## src/rtl/pipeline_stall_ctrl.sv

```systemverilog
// Central stall/flush/redirect control for the five-stage pipeline.
// Owns the divider busy sequencer and the deferred exception-redirect sequencer.
module pipeline_stall_ctrl #(
    parameter int DIV_CYCLES = 32
) (
    input  logic        i_clk,
    input  logic        i_rst,
    input  logic        i_stcl_lw,
    input  logic        i_stcl_jmp,
    input  logic        i_if_stall_req,
    input  logic        i_mem_stall_req,
    input  logic        i_div_start,
    input  logic        i_exc_valid,
    input  logic [31:0] i_exc_pc,
    output logic        o_pc_stall,
    output logic        o_if_id_stall,
    output logic        o_id_exe_stall,
    output logic        o_exe_mem_stall,
    output logic        o_if_id_flush,
    output logic        o_id_exe_flush,
    output logic        o_exe_mem_flush,
    output logic        o_mem_wb_flush,
    output logic        o_redirect_valid,
    output logic [31:0] o_redirect_pc,
    output logic        o_div_done,
    output logic        o_div_abort,
    output logic [31:0] o_stall_cycles
);

    typedef enum logic [1:0] {
        IDLE     = 2'd0,
        DIV_BUSY = 2'd1,
        EXC_WAIT = 2'd2
    } state_t;

    localparam logic [7:0] DIV_LOAD = 8'(DIV_CYCLES - 1);

    state_t      r_state;
    state_t      w_next_state;
    logic [7:0]  r_div_cnt;
    logic [7:0]  w_div_cnt_next;
    logic [31:0] r_exc_pc_q;
    logic [31:0] w_exc_pc_q_next;
    logic [31:0] r_stall_cycles;

    logic        w_div_stall;
    logic        w_pc_stall;
    logic        w_if_id_stall;
    logic        w_id_exe_stall;
    logic        w_exe_mem_stall;
    logic        w_if_id_flush;
    logic        w_id_exe_flush;
    logic        w_exe_mem_flush;
    logic        w_mem_wb_flush;
    logic        w_redirect_valid;
    logic [31:0] w_redirect_pc;
    logic        w_div_done;
    logic        w_div_abort;

    assign w_div_stall = ((r_state == IDLE) && i_div_start) ||
                         ((r_state == DIV_BUSY) && (r_div_cnt != 8'd0));

    always_ff @(posedge i_clk) begin
        if (i_rst) begin
            r_state        <= IDLE;
            r_div_cnt      <= 8'd0;
            r_exc_pc_q     <= 32'd0;
            r_stall_cycles <= 32'd0;
        end else begin
            r_state        <= w_next_state;
            r_div_cnt      <= w_div_cnt_next;
            r_exc_pc_q     <= w_exc_pc_q_next;
            r_stall_cycles <= r_stall_cycles + {31'd0, w_pc_stall};
        end
    end

    // A committed exception overrides everything, including the divider sequencer.
    always_comb begin
        w_next_state     = r_state;
        w_div_cnt_next   = r_div_cnt;
        w_exc_pc_q_next  = r_exc_pc_q;
        w_pc_stall       = 1'b0;
        w_if_id_stall    = 1'b0;
        w_id_exe_stall   = 1'b0;
        w_exe_mem_stall  = 1'b0;
        w_if_id_flush    = 1'b0;
        w_id_exe_flush   = 1'b0;
        w_exe_mem_flush  = 1'b0;
        w_mem_wb_flush   = 1'b0;
        w_redirect_valid = 1'b0;
        w_redirect_pc    = 32'd0;
        w_div_done       = 1'b0;
        w_div_abort      = 1'b0;

        if (i_exc_valid) begin
            w_if_id_flush   = 1'b1;
            w_id_exe_flush  = 1'b1;
            w_exe_mem_flush = 1'b1;
            w_mem_wb_flush  = 1'b1;
            if (!i_if_stall_req) begin
                w_redirect_valid = 1'b1;
                w_redirect_pc    = i_exc_pc;
                w_next_state     = IDLE;
            end else begin
                w_exc_pc_q_next  = i_exc_pc;
                w_next_state     = EXC_WAIT;
            end
            if (r_state == DIV_BUSY) begin
                w_div_abort    = 1'b1;
                w_div_cnt_next = 8'd0;
            end
        end else begin
            case (r_state)
                IDLE: begin
                    if (i_div_start) begin
                        w_div_cnt_next = DIV_LOAD;
                        w_next_state   = DIV_BUSY;
                    end
                end
                DIV_BUSY: begin
                    if (r_div_cnt != 8'd0) begin
                        w_div_cnt_next = r_div_cnt - 8'd1;
                    end else begin
                        w_div_done   = 1'b1;
                        w_next_state = IDLE;
                    end
                end
                EXC_WAIT: begin
                    if (!i_if_stall_req) begin
                        w_next_state = IDLE;
                    end
                end
                default: begin
                    w_next_state = IDLE;
                end
            endcase

            if (r_state == EXC_WAIT) begin
                w_if_id_flush = 1'b1;
                if (i_if_stall_req) begin
                    w_pc_stall = 1'b1;
                end else begin
                    w_redirect_valid = 1'b1;
                    w_redirect_pc    = r_exc_pc_q;
                end
            end else if (i_mem_stall_req) begin
                w_pc_stall      = 1'b1;
                w_if_id_stall   = 1'b1;
                w_id_exe_stall  = 1'b1;
                w_exe_mem_stall = 1'b1;
                w_mem_wb_flush  = 1'b1;
            end else if (w_div_stall) begin
                w_pc_stall      = 1'b1;
                w_if_id_stall   = 1'b1;
                w_id_exe_stall  = 1'b1;
                w_exe_mem_flush = 1'b1;
            end else if (i_stcl_lw || i_stcl_jmp) begin
                w_pc_stall     = 1'b1;
                w_if_id_stall  = 1'b1;
                w_id_exe_flush = 1'b1;
            end else if (i_if_stall_req) begin
                w_pc_stall    = 1'b1;
                w_if_id_flush = 1'b1;
            end
        end

        if (i_rst) begin
            w_pc_stall = 1'b0;
        end
    end

    // Outputs are held quiet while reset is asserted, whatever the inputs do.
    assign o_pc_stall       = w_pc_stall;
    assign o_if_id_stall    = w_if_id_stall    & ~i_rst;
    assign o_id_exe_stall   = w_id_exe_stall   & ~i_rst;
    assign o_exe_mem_stall  = w_exe_mem_stall  & ~i_rst;
    assign o_if_id_flush    = w_if_id_flush    & ~i_rst;
    assign o_id_exe_flush   = w_id_exe_flush   & ~i_rst;
    assign o_exe_mem_flush  = w_exe_mem_flush  & ~i_rst;
    assign o_mem_wb_flush   = w_mem_wb_flush   & ~i_rst;
    assign o_redirect_valid = w_redirect_valid & ~i_rst;
    assign o_redirect_pc    = i_rst ? 32'd0 : w_redirect_pc;
    assign o_div_done       = w_div_done       & ~i_rst;
    assign o_div_abort      = w_div_abort      & ~i_rst;
    assign o_stall_cycles   = r_stall_cycles;

endmodule

```

## config.mk

```make
export PLATFORM = sky130hd
export DESIGN_NAME = pipeline_stall_ctrl
export DESIGN_NICKNAME = d
export VERILOG_FILES = /design/src/rtl/pipeline_stall_ctrl.sv
export SDC_FILE = /design/constraint.sdc
export NUM_CORES = 1
export LEC_CHECK = 0
export CAP_MARGIN = 20
export CORE_AREA = 10 10 97 99
export DETAILED_ROUTE_END_ITERATION = 10
export DIE_AREA = 0 0 107 109
export PLACE_DENSITY = 0.89
export SKIP_CTS_REPAIR_TIMING = 1
export SYNTH_ARGS = -nofsm -noshare
export SYNTH_HDL_FRONTEND = slang
export SYNTH_SLANG_ARGS = --single-unit
```

## constraint.sdc

```tcl
create_clock -name i_clk -period 5.4 [get_ports i_clk]
set_input_delay 1.35 -clock i_clk [delete_from_list [all_inputs] [get_ports i_clk]]
set_output_delay 1.35 -clock i_clk [all_outputs]
set_load 0.005 [all_outputs]
```

# Yosys cells after proc, flatten, opt, wreduce, memory -nomap -nowiden
# Cells that the tools add are included.
dict set report word_totals {
  reg_bits 74
  out_inout_bits 75
}
dict set report op_classes {
  addsub 2
  n_eq_ne 7
  muxes 56
  bitwise_logic 11
  n_reduce_logical 10
}
# cell n
set op_table {}
lappend op_table {{32-bit 2-to-1 mux} 5}
lappend op_table {{1-bit 2-to-1 mux} 40}
lappend op_table {{32-bit by 1-bit adder with 32-bit output} 1}
lappend op_table {{8-bit 2-to-1 mux} 4}
lappend op_table {{8-bit case mux with 2 select lines} 1}
lappend op_table {{1-bit AND} 10}
lappend op_table {{2-bit 2-to-1 mux} 5}
lappend op_table {{3-bit inequality test, second input constant} 3}
lappend op_table {{8-bit nonzero test} 1}
lappend op_table {{8-bit by 1-bit subtractor with 8-bit output, second input constant} 1}
lappend op_table {{2-bit case mux with 3 select lines} 1}
lappend op_table {{4-bit AND reduction} 1}
lappend op_table {{3-bit by 2-bit inequality test with 1-bit output, second input constant} 1}
lappend op_table {{3-bit AND reduction} 1}
lappend op_table {{2-bit by 1-bit == test with 1-bit output, second input constant} 1}
lappend op_table {{2-bit == test, second input constant} 1}
lappend op_table {{1-bit logical AND} 2}
lappend op_table {{2-bit logical NOT} 1}
lappend op_table {{1-bit logical OR} 2}
lappend op_table {{2-bit by 1-bit inequality test with 1-bit output, second input constant} 1}
lappend op_table {{2-bit AND reduction} 1}
lappend op_table {{2-bit nonzero test} 1}
lappend op_table {{1-bit inverter} 1}

# Depth between registers and ports, before layout
# Gate-level depths: netlist of run 1.
dict set report depth {
  ltp_word 9
  depth_mapped 14
  depth_no_buf 13
}

# Worst setup path after synthesis of run 1
# OpenSTA, ideal clock, no wires.
dict set report synth_path {
  path_kind {input port to output port}
  start {input port i_exc_valid}
  end {output port o_redirect_pc[10]}
  arrival_time_ns 2.306
  t_required_ns 4.050
  setup_slack_ns 1.744
  cell_stages 5
  path_cell_list {buf_2 > buf_2 > buf_2 > mux2i_1 > nor2_1}
}
dict set report synth_between {
  elab_chain_cells 2
}
# item line_no
set synth_rtl {}
lappend synth_rtl {{start, declared} 13} ;# input logic i_exc_valid,
lappend synth_rtl {{32-bit 2-to-1 mux} 95} ;# if (i_exc_valid) begin
lappend synth_rtl {{32-bit 2-to-1 mux} 182} ;# assign o_redirect_pc = i_rst ? 32'd0 : w_redirect_pc;
lappend synth_rtl {{end, declared} 24} ;# output logic [31:0] o_redirect_pc,
# Every way passes these cells.

# Worst setup path after layout of run 1
dict set report layout_path {
  start {input port i_rst}
  end {output port o_if_id_flush}
}
dict set report layout_between {
  elab_chain_cells 2
}
# item line_no
set layout_rtl {}
lappend layout_rtl {{start, declared} 7} ;# input logic i_rst,
lappend layout_rtl {{1-bit inverter} 177} ;# assign o_if_id_flush = w_if_id_flush & ~i_rst;
lappend layout_rtl {{1-bit AND} 177}
lappend layout_rtl {{end, declared} 19} ;# output logic o_if_id_flush,
# Every way passes these cells.

==> results of run 1 <==
metal layers:
metal / track usage (%) / up-vias / share of wire [%]
met5: 0 / - / 0
met4: 5.90 / 0 / 1.2
met3: 8.20 / 17 / 11
met2: 31.8 / 168 / 48
met1: 19.6 / 1678 / 40
li1: - / 1800 / -
final cells by class:
cell class	count	area (um^2)
Inverter	7	26.3
Fill cell	614	2420
Tap cell	102	128
Multi-Input combinational cell	363	2060
Clock inverter	7	68.8
Sequential cell	74	1480
Clock buffer	9	124
Timing Repair Buffer	121	1220
power breakdown:
| part | internal, mW | leakage [nW] | switching, mW |
|---|---|---|---|
| Combinational | 0.0895 | 1.23 | 0.0909 |
| Sequential | 0.563 | 0.602 | 0.0145 |
| Clock | 0.212 | 0.0954 | 0.209 |
| Total | 0.864 | 1.93 | 0.314 |
state kept, by name (all words and copies together), names as in the netlist:
register	flops
r_state	2
r_exc_pc_q	32
o_stall_cycles	32
r_div_cnt	8
critical path, cell delays in order:
cell	delay, ns
sky130_fd_sc_hd__buf_2	0.58
sky130_fd_sc_hd__buf_4	0.47
sky130_fd_sc_hd__inv_1	0.18
sky130_fd_sc_hd__a41o_1	0.27
sky130_fd_sc_hd__clkdlybuf4s50_1	0.46
worst max path at each step:
stage                     start                end  slack (ns)  cells past startpoint
finish                    i_rst      o_if_id_flush        0.73                      5
global route              i_rst      o_if_id_flush        0.58                      5
CTS                       i_rst      o_if_id_flush        0.73                      5
detailed placement        i_rst      o_if_id_flush        0.74                      5
global placement          i_rst      o_if_id_flush        0.76                      5
floorplan           i_exc_valid  o_redirect_pc[10]        1.74                      5
logic make-up (layout without fill, tap and decap cells):
group                    after synthesis  count (layout)  share of synthesized area [%]
AND/OR/NAND/NOR                      231             231                           28.3
flip-flops                            74              74                           40.3
AO/OA/AOI/OAI                         66              66                           10.6
buffers and inverters                 34             144                           3.71
multiplexers                          32              32                           8.72
XOR/XNOR                              31              31                           7.39
adder cells (fa/ha/maj)                3               3                           1.02
through the flow:
step / std cells / worst slack (ns)
floorplan: 471 / 1.74
global route: 683 / 0.582
CTS: 682 / 0.734
detailed placement: 666 / 0.741
finish: 683 / 0.733
global placement: 665 / 0.765
Yosys cell counts (6+ instances only):
library cell               number
sky130_fd_sc_hd__a21oi_1       42
sky130_fd_sc_hd__xor2_1        23
sky130_fd_sc_hd__and3_1         6
sky130_fd_sc_hd__inv_1          7
sky130_fd_sc_hd__nand3_1       15
sky130_fd_sc_hd__nand4_1        9
sky130_fd_sc_hd__nor4_1         6
sky130_fd_sc_hd__o21ai_0       11
sky130_fd_sc_hd__nor2_1        80
sky130_fd_sc_hd__dfxtp_1       74
sky130_fd_sc_hd__mux2i_1       32
sky130_fd_sc_hd__clkbuf_1      19
sky130_fd_sc_hd__nand2_1       86
sky130_fd_sc_hd__xnor2_1        8
sky130_fd_sc_hd__nor3_1         6
==> impl_results.html, run 1 <==
<table>
<tr><th>Metric</th><th>Value</th></tr>
<tr><th colspan="2">Status</th></tr>
<tr><td>Run status</td><td>completed</td></tr>
<tr><th colspan="2">Synthesis</th></tr>
<tr><td>Leading register cell type out of synthesis</td><td>sky130_fd_sc_hd__dfxtp_1</td></tr>
<tr><td>Net count of the mapped netlist</td><td>around 510</td></tr>
<tr><td>Cells after synthesis</td><td>471</td></tr>
<tr><td>Area share of the largest cell type after synthesis</td><td>40.3%</td></tr>
<tr><td>Synth warn</td><td>0</td></tr>
<tr><td>EDFF count, synth</td><td>0</td></tr>
<tr><td>Area of the mapped netlist</td><td>around 0.0037 mm^2</td></tr>
<tr><td>Number of synthesized register bits</td><td>74</td></tr>
<tr><td>Synth cell types</td><td>between 40 and 50</td></tr>
<tr><td>Mean cell area of the mapped netlist</td><td>7.80 um^2</td></tr>
<tr><td>Post-synth ARST share</td><td>0%</td></tr>
<tr><td>Cell taking the most area after synthesis</td><td>sky130_fd_sc_hd__dfxtp_1</td></tr>
<tr><td>Post-synthesis sequential area ratio</td><td>about two fifths</td></tr>
<tr><td>Synth area leaders</td><td>sky130_fd_sc_hd__dfxtp_1 40%, sky130_fd_sc_hd__nand2_1 8.8%, sky130_fd_sc_hd__mux2i_1 8.7%</td></tr>
<tr><th colspan="2">GRT</th></tr>
<tr><td>Number of global-route vias before repair</td><td>3777</td></tr>
<tr><td>Largest net degree at the start of global routing</td><td>45</td></tr>
<tr><td>Sum of overflow across all layers after global routing</td><td>0</td></tr>
<tr><td>Global-route wire length before repair</td><td>between 15000 and 20000 um</td></tr>
<tr><td>GR Util All Layers</td><td>18.3%</td></tr>
<tr><td>Number of antenna violations at the first check in global routing</td><td>0</td></tr>
<tr><th colspan="2">Cells and area</th></tr>
<tr><td>Final non-filler cell area</td><td>slightly above 0.005 mm^2</td></tr>
<tr><td>Commonest non-fill, non-tap cell in the layout</td><td>sky130_fd_sc_hd__clkdlybuf4s50_1</td></tr>
<tr><td>Net total in the final layout</td><td>between 600 and 700</td></tr>
<tr><td>Layout overhead on the synthesized area</td><td>39.0%</td></tr>
<tr><td>Highest-count cells in the layout ignoring fill and taps</td><td>112 x sky130_fd_sc_hd__clkdlybuf4s50_1, 86 x sky130_fd_sc_hd__nand2_1, 80 x sky130_fd_sc_hd__nor2_1</td></tr>
<tr><td>Fraction of layout instances using a drive strength above 1</td><td>5.68%</td></tr>
<tr><td>Ant. Diodes</td><td>0</td></tr>
<tr><td>Utilization of the core after routing</td><td>67.9%</td></tr>
<tr><th colspan="2">Worst setup path</th></tr>
<tr><td>Category of the worst setup path launch point</td><td>primary input</td></tr>
<tr><td>Setup slack of the most critical reg-to-reg path</td><td>1.78 ns</td></tr>
<tr><td>Kind of critical path</td><td>in -&gt; out</td></tr>
<tr><td>Kind of capture point of the worst setup path</td><td>primary output</td></tr>
<tr><td>End of the worst register-to-register path</td><td>o_stall_cycles[31]</td></tr>
<tr><td>Required arrival time at the worst endpoint</td><td>4.05 ns</td></tr>
<tr><td>Worst Path Max Fanout</td><td>40</td></tr>
<tr><td>Worst EP arrival</td><td>3.32 ns</td></tr>
<tr><td>Count of cells along the worst register-to-register path</td><td>14</td></tr>
<tr><td>Worst flop-to-flop path startpoint</td><td>r_div_cnt[0]</td></tr>
<tr><th colspan="2">Timing</th></tr>
<tr><td>Final Max Slew Viols</td><td>0</td></tr>
<tr><td>Post-Route Hold Slack</td><td>0.462 ns</td></tr>
<tr><td>Final number of setup-violating endpoints</td><td>0</td></tr>
<tr><td>Highest clock frequency the design can meet</td><td>214 MHz</td></tr>
<tr><td>Slew HR</td><td>48.9%</td></tr>
<tr><td>Final total negative setup slack</td><td>0 ns</td></tr>
<tr><td>Max Clock Skew</td><td>0.00836 ns</td></tr>
<tr><td>Final worst path period need</td><td>approximately 4.7 ns</td></tr>
<tr><td>Transition time at the pin with the least slew margin</td><td>0.760 ns</td></tr>
<tr><td>Hold Fails Final Rpt</td><td>0</td></tr>
<tr><td>RSZ-0062 raised after global routing</td><td>false</td></tr>
<tr><td>Final worst path period share</td><td>between 80% and 90%</td></tr>
<tr><th colspan="2">Clock network</th></tr>
<tr><td>Clock H-tree levels</td><td>3</td></tr>
<tr><td>Clock tree root buffer cell</td><td>sky130_fd_sc_hd__clkbuf_8</td></tr>
<tr><td>Number of sinks driven by the clock tree</td><td>74</td></tr>
<tr><td>Worst-path clk slew</td><td>approximately 0.080 ns</td></tr>
<tr><td>Number of buffers inserted during clock tree synthesis</td><td>9</td></tr>
<tr><td>TritonCTS clock tree</td><td>yes</td></tr>
<tr><td>Clock latency on the worst-skew pair</td><td>approximately 0.34 ns</td></tr>
<tr><td>CTS Buffer Depth</td><td>2</td></tr>
<tr><th colspan="2">Worst hold path</th></tr>
<tr><td>Hold worst-path end</td><td>r_exc_pc_q[10]</td></tr>
<tr><td>Hold path cells</td><td>2</td></tr>
<tr><td>Worst hold path startpoint</td><td>r_exc_pc_q[10]</td></tr>
<tr><td>Path category of the worst min-delay check</td><td>reg -&gt; reg</td></tr>
<tr><th colspan="2">Floorplan</th></tr>
<tr><td>Standard cell core area</td><td>0.00753 mm^2</td></tr>
<tr><td>Chip Height</td><td>109 um</td></tr>
<tr><td>Horizontal extent of the die</td><td>~110 um</td></tr>
<tr><td>Row count</td><td>32</td></tr>
<tr><td>Effective utilization at floorplan</td><td>slightly below 50%</td></tr>
<tr><td>IO Pins</td><td>approximately 120</td></tr>
<tr><td>Total die area</td><td>~0.012 mm^2</td></tr>
<tr><th colspan="2">Route</th></tr>
<tr><td>Count of routing violations after the opening detailed-route iteration</td><td>207</td></tr>
<tr><td>DR DRC count</td><td>0</td></tr>
<tr><td>Antenna Nets Post-Route</td><td>0</td></tr>
<tr><td>Number of optimization iterations in the first detailed-route pass</td><td>4</td></tr>
<tr><td>Via count</td><td>3663</td></tr>
<tr><td>Routed WL per cell</td><td>about 16 um</td></tr>
<tr><td>Detailed Route WL</td><td>11000 um</td></tr>
<tr><td>Mean number of vias per cell</td><td>around 5.4</td></tr>
<tr><th colspan="2">Placement</th></tr>
<tr><td>DP Wirelength</td><td>8020 um</td></tr>
<tr><td>Instance area at placement</td><td>0.00489 mm^2</td></tr>
<tr><td>Port buffer count</td><td>114</td></tr>
<tr><td>Final weighted congestion in routability-driven placement</td><td>between 0.9 and 1</td></tr>
<tr><th colspan="2">Power and ir drop</th></tr>
<tr><td>Power per cell area</td><td>231 mW/mm^2</td></tr>
<tr><td>Tot Pwr</td><td>1.18 mW</td></tr>
<tr><td>Leakage</td><td>around 1.9 nW</td></tr>
<tr><td>Peak supply drop</td><td>around 130 uV</td></tr>
<tr><th colspan="2">Job</th></tr>
<tr><td>Number of violations of the max-capacitance limit</td><td>0</td></tr>
</table>
Power figures use the tool's default switching activity.
==> run 2, diff against run 1 <==
- ABC_CLOCK_PERIOD_IN_PS: default -> 5400
==> results of run 2 <==
No change in the layout: final DEF, timing and power equal those of run 1.
